**src/rtl/pc_fetch.sv**
```systemverilog
// pc_fetch: instruction-fetch front end with a PC register, a redirect mux and a
// three-state fetch FSM (IDLE -> REQ -> EXEC).
// Each fetch requests the word at PC and holds the request until memory acknowledges.
// The fetched word is then registered and handed to decode.
// When decode releases it, PC advances to the highest-priority redirect or to PC+1.
// Optional build macro JR_EN adds the JumpReg/RegTarget register-jump redirect
// at the highest priority; without it that port pair does not exist.
module pc_fetch #(
    parameter logic [31:0] RESET_PC = 32'h00000000
) (
    input  logic        clk,
    input  logic        reset,
    input  logic        Stall,
    input  logic        Branch,
    input  logic [31:0] BranchTarget,
    input  logic        Jump,
    input  logic [31:0] PCJump,
`ifdef JR_EN
    input  logic        JumpReg,
    input  logic [31:0] RegTarget,
`endif
    output logic        IMemReq,
    output logic [31:0] IMemAddr,
    input  logic        IMemAck,
    input  logic [31:0] IMemData,
    output logic [31:0] Instr,
    output logic        InstrValid,
    output logic [31:0] PC,
    output logic [31:0] PCPlus1
);

    localparam int DATA_W = 32;

    typedef enum logic [1:0] {
        IDLE = 2'd0,
        REQ  = 2'd1,
        EXEC = 2'd2
    } state_t;

    state_t              state, state_nxt;
    logic [DATA_W-1:0]   pc_p0, pc_nxt;
    logic [DATA_W-1:0]   instr_p1, instr_nxt;
    logic [DATA_W-1:0]   redirect_pc;

    // Word-address increment; wraps naturally modulo 2^32.
    function automatic logic [DATA_W-1:0] pc_inc(input logic [DATA_W-1:0] pc);
        return pc + {{(DATA_W-1){1'b0}}, 1'b1};
    endfunction

    // Select the next sequential-or-redirected PC by fixed priority.
    always_comb begin
        redirect_pc = pc_inc(pc_p0);
        if (Branch)
            redirect_pc = BranchTarget;
        if (Jump)
            redirect_pc = PCJump;
`ifdef JR_EN
        if (JumpReg)
            redirect_pc = RegTarget;
`endif
    end

    // Fetch FSM next-state and datapath load enables.
    always_comb begin
        state_nxt = state;
        pc_nxt    = pc_p0;
        instr_nxt = instr_p1;
        unique case (state)
            IDLE: state_nxt = REQ;
            REQ: begin
                if (IMemAck) begin
                    instr_nxt = IMemData;
                    state_nxt = EXEC;
                end
            end
            EXEC: begin
                if (!Stall) begin
                    pc_nxt    = redirect_pc;
                    state_nxt = REQ;
                end
            end
            default: state_nxt = IDLE;
        endcase
    end

    // Stage p0/p1 registers: FSM state, PC and delivered instruction.
    always_ff @(posedge clk) begin
        if (reset) begin
            state    <= IDLE;
            pc_p0    <= RESET_PC;
            instr_p1 <= '0;
        end else begin
            state    <= state_nxt;
            pc_p0    <= pc_nxt;
            instr_p1 <= instr_nxt;
        end
    end

    // Outputs decoded from state; the address is always the current PC.
    always_comb begin
        IMemReq    = (state == REQ);
        InstrValid = (state == EXEC);
        IMemAddr   = pc_p0;
        PC         = pc_p0;
        PCPlus1    = pc_inc(pc_p0);
        Instr      = instr_p1;
    end

endmodule
```
**config.mk**
```make
export PLATFORM = sky130hd
export DESIGN_NAME = pc_fetch
export DESIGN_NICKNAME = d
export VERILOG_FILES = /design/src/rtl/pc_fetch.sv
export SDC_FILE = /design/constraint.sdc
export NUM_CORES = 1
export LEC_CHECK = 0
export ABC_AREA = 1
export CORE_UTILIZATION = 30
export DETAILED_ROUTE_END_ITERATION = 10
export PLACE_DENSITY = 0.7
export SKIP_LAST_GASP = 1
export SLEW_MARGIN = 40
export SYNTH_ARGS = -nofsm -noshare
export SYNTH_HDL_FRONTEND = slang
export SYNTH_SLANG_ARGS = --single-unit
```
**constraint.sdc**
```tcl
create_clock -name clk -period 3.5 [get_ports clk]
set_clock_uncertainty 0.1 [all_clocks]
set_input_delay 1.05 -clock clk [delete_from_list [all_inputs] [get_ports clk]]
set_output_delay 1.05 -clock clk [all_outputs]
set_load 0.005 [all_outputs]
```
==> impl_metrics.json <==
{
  "grt_overflow_total": 0,
  "finalCritPeriodShare": 0.958,
  "cp_data_arrival_time_ns": 2.20,
  "share_of_the_yosys_chip_area_belonging_to_registers": 0.317,
  "gp_congestion": 0.838,
  "drt_pre_antenna_iters": 4,
  "min_path_type": "reg2reg",
  "clk_pin_slew_worst_paths_ns": 0.06,
  "drc": 0,
  "setup_total_negative_slack_ns": 0,
  "via_count": 4908,
  "hpwl_um": 10900,
  "routed_wl_um": 14800,
  "grt_first_pass_wirelength_um": 23900,
  "cts-buffers-inserted": 9,
  "timing.setup.critical_path_class": "reg2out",
  "mappedNetlistNets": 773,
  "layout.filler_cells": 1376,
  "floorplan.initialDensity": 0.311,
  "post_route_cells_drive_above_1_share": 0.0661,
  "port-buffer-count": 231,
  "worst_hold_path.num_cells": 2,
  "ys_seq_elements": 66,
  "placed_cells": 1021,
  "num_rows": 42,
  "timing.critical_path.fanout_max": 6,
  "diodes": 0,
  "synth.top_cell.area_share": 0.317,
  "synth_area_leaders": "sky130_fd_sc_hd__dfxtp_1 (32%), sky130_fd_sc_hd__nand2_1 (15%), sky130_fd_sc_hd__a21oi_1 (12%)",
  "mean_instance_size_in_the_synthesized_netlist_sq_um": 6.22,
  "netlist_area_before_placement_sq_um": 4170,
  "cts_htree_levels": 3,
  "routedWlPerCell_um": 14.3,
  "start_kind": "register",
  "reg2reg_slack_ns": 1.69,
  "reg2regPathDepth": 7,
  "antenna_found_initial": 0,
  "cts_tree": "yes",
  "leakage_nw": 2.54,
  "setup_viol": 0,
  "antenna_violating_nets_left": 0,
  "cts-root-buf": "sky130_fd_sc_hd__clkbuf_16",
  "synth_warnings": 0,
  "vias_per_cell": 4.73,
  "core_area_sq_um": 13400,
  "report.final.slew_viol_count": 0,
  "required_ns": 2.35,
  "chipHeight_um": 120,
  "drt_iter0_drc": 208,
  "status": "finished clean",
  "ioPinCount": 232,
  "cts_buffer_depth": 2,
  "synth_async_sr_flop_share": 0,
  "grt_start_max_net_pins": 40,
  "max_slew.worst_pin.slew_ns": 0.528,
  "power_density_nw_per_um2": 318,
  "worstSetupEndpointType": "output port",
  "clock_latency_ns": 0.34,
  "clkSinkCount": 66,
  "rsz0062_at_grt": "false",
  "setup_ws_ns": 0.148,
  "die_x_um": 120,
  "regToRegStartpoint": "state[0]",
  "final_period_minus_worst_setup_slack_ns": 3.35,
  "max_cap_viol_count": 0,
  "max-slew-margin-rel": 0.647,
  "grt_pass1_vias": 4725,
  "holdPathEnd": "Instr[3]",
  "ir_drop_v": 0.000438,
  "grt_use_total": 0.212,
  "synthToLayoutAreaGrowth_pct": 61.5,
  "max_freq_ghz": 0.298,
  "synthDominantAreaCellType": "sky130_fd_sc_hd__dfxtp_1",
  "synthFlopType": "sky130_fd_sc_hd__dfxtp_1",
  "finalNonFillerCells": 1038,
  "start_point_of_the_worst_min_delay_path": "Instr[3]",
  "dieArea_sq_um": 14400,
  "number_of_synthesized_flops_with_an_enable_pin": 0,
  "r2r-end": "Instr[20]",
  "netlist-cell-type-count": 25,
  "timing_hold_violations_final": 0,
  "placement.setup.worst_slack_ns": 0.428,
  "nNetsFinal": 960,
  "syn-instance-count": 670
}
## power by group
| group | switching (mW) | internal [mW] |
|---|---|---|
| clock network | 0.347 | 0.589 |
| logic | 0.160 | 0.232 |
| registers | 0.0292 | 0.782 |
## synth_stat cells, drive strengths merged, types with 4 or more instances
cell,number
dfxtp,66
buf,35
nor2,107
nand3b,4
xnor2,4
inv,39
clkbuf,33
a21oi,96
xor2,6
nand3,58
o21ai,50
nand2,168
## critical path: stages (launching register included)
cell and delay, ns:
sky130_fd_sc_hd__dfxtp_2 0.37, sky130_fd_sc_hd__ha_1 0.19, sky130_fd_sc_hd__nand2_1 0.10, sky130_fd_sc_hd__nor2_4 0.19
sky130_fd_sc_hd__nand2_4 0.12, sky130_fd_sc_hd__nor2_4 0.17, sky130_fd_sc_hd__nand3_1 0.11, sky130_fd_sc_hd__nand2_1 0.08
sky130_fd_sc_hd__clkdlybuf4s50_1 0.53
## sequential cells by signal, summed over array words and instances, names as in the netlist
name      flops
state         2
IMemAddr     32
Instr        32
## logic make-up (layout without fill, tap and decap cells)
group | after synthesis | count (layout) | synth area share
adders and majority gates | 1 | 1 | 0.00300
xor gates and xnor gates | 10 | 10 | 0.0210
AOI/OAI and AO/OA | 147 | 147 | 0.177
and+or+nand+nor | 338 | 338 | 0.354
buffers and inverters | 108 | 300 | 0.127
DFF | 66 | 66 | 0.317
## worst max-delay path by stage
stage | startpoint | to | slack [ns] | depth (start not counted)
6_report | IMemAddr[0] | PCPlus1[26] | 0.15 | 8
5_1_grt | IMemAddr[11] | PCPlus1[23] | 0.01 | 7
4_1_cts | IMemAddr[0] | PCPlus1[28] | 0.05 | 8
3_5_place_dp | IMemAddr[0] | PCPlus1[12] | 0.43 | 8
3_3_place_gp | IMemAddr[10] | PCPlus1[29] | 0.42 | 7
2_1_floorplan | IMemAddr[0] | PCPlus1[12] | 1.05 | 7
## what timing repair did
item	CTS	global route
endpoints found under the setup margin	0	11
gates resized for setup	0	5
hold buffers	0	0
setup buffers	0	1
## layout by cell type (no fill, tap or decap), types with 5 or more instances in the layout
cell type | Yosys | final
sky130_fd_sc_hd__a21oi_1 | 96 | 96
sky130_fd_sc_hd__buf_4 | 32 | 13
sky130_fd_sc_hd__clkbuf_16 | 0 | 9
sky130_fd_sc_hd__clkdlybuf4s50_1 | 0 | 230
sky130_fd_sc_hd__dfxtp_1 | 66 | 63
sky130_fd_sc_hd__inv_1 | 38 | 37
sky130_fd_sc_hd__nand2_1 | 161 | 161
sky130_fd_sc_hd__nand2_2 | 5 | 5
sky130_fd_sc_hd__nand3_1 | 58 | 58
sky130_fd_sc_hd__nor2_1 | 92 | 91
sky130_fd_sc_hd__nor2_2 | 6 | 6
sky130_fd_sc_hd__nor2_4 | 8 | 9
sky130_fd_sc_hd__o21ai_0 | 45 | 45
sky130_fd_sc_hd__o21ai_1 | 5 | 5
sky130_fd_sc_hd__xor2_1 | 6 | 6
## area by class of cell
type,instances,area [sq um],area share
clock buffer,12,256,0.0381
timing repair buffer,244,2400,0.357
inverter,40,150,0.0223
multi-input combinational,496,2320,0.345
tap,176,220,0.0327
clock inverter,4,50.0,0.00744
sequential,66,1330,0.197
## layer usage
layer | up-vias | GRT usage | share of wire
met4 | 0 | 0.0797 | 0.025
met3 | 24 | 0.0789 | 0.086
met2 | 175 | 0.345 | 0.47
met5 | - | 0 | 0
met1 | 2200 | 0.251 | 0.42
li1 | 2509 | - | -
## stage by stage
stage          hold slack [ns]  total power, mW  utilization  area, sq um
5_1_grt                  0.376             2.24        0.502         6730
3_5_place_dp             0.354             1.22        0.478         6400
2_1_floorplan            0.357            0.976            -         4170
6_report                 0.360             2.14        0.502         6730
3_3_place_gp             0.347             1.22        0.478         6400
4_1_cts                  0.361             2.17        0.501         6710
(Power assumes the default switching activity.)
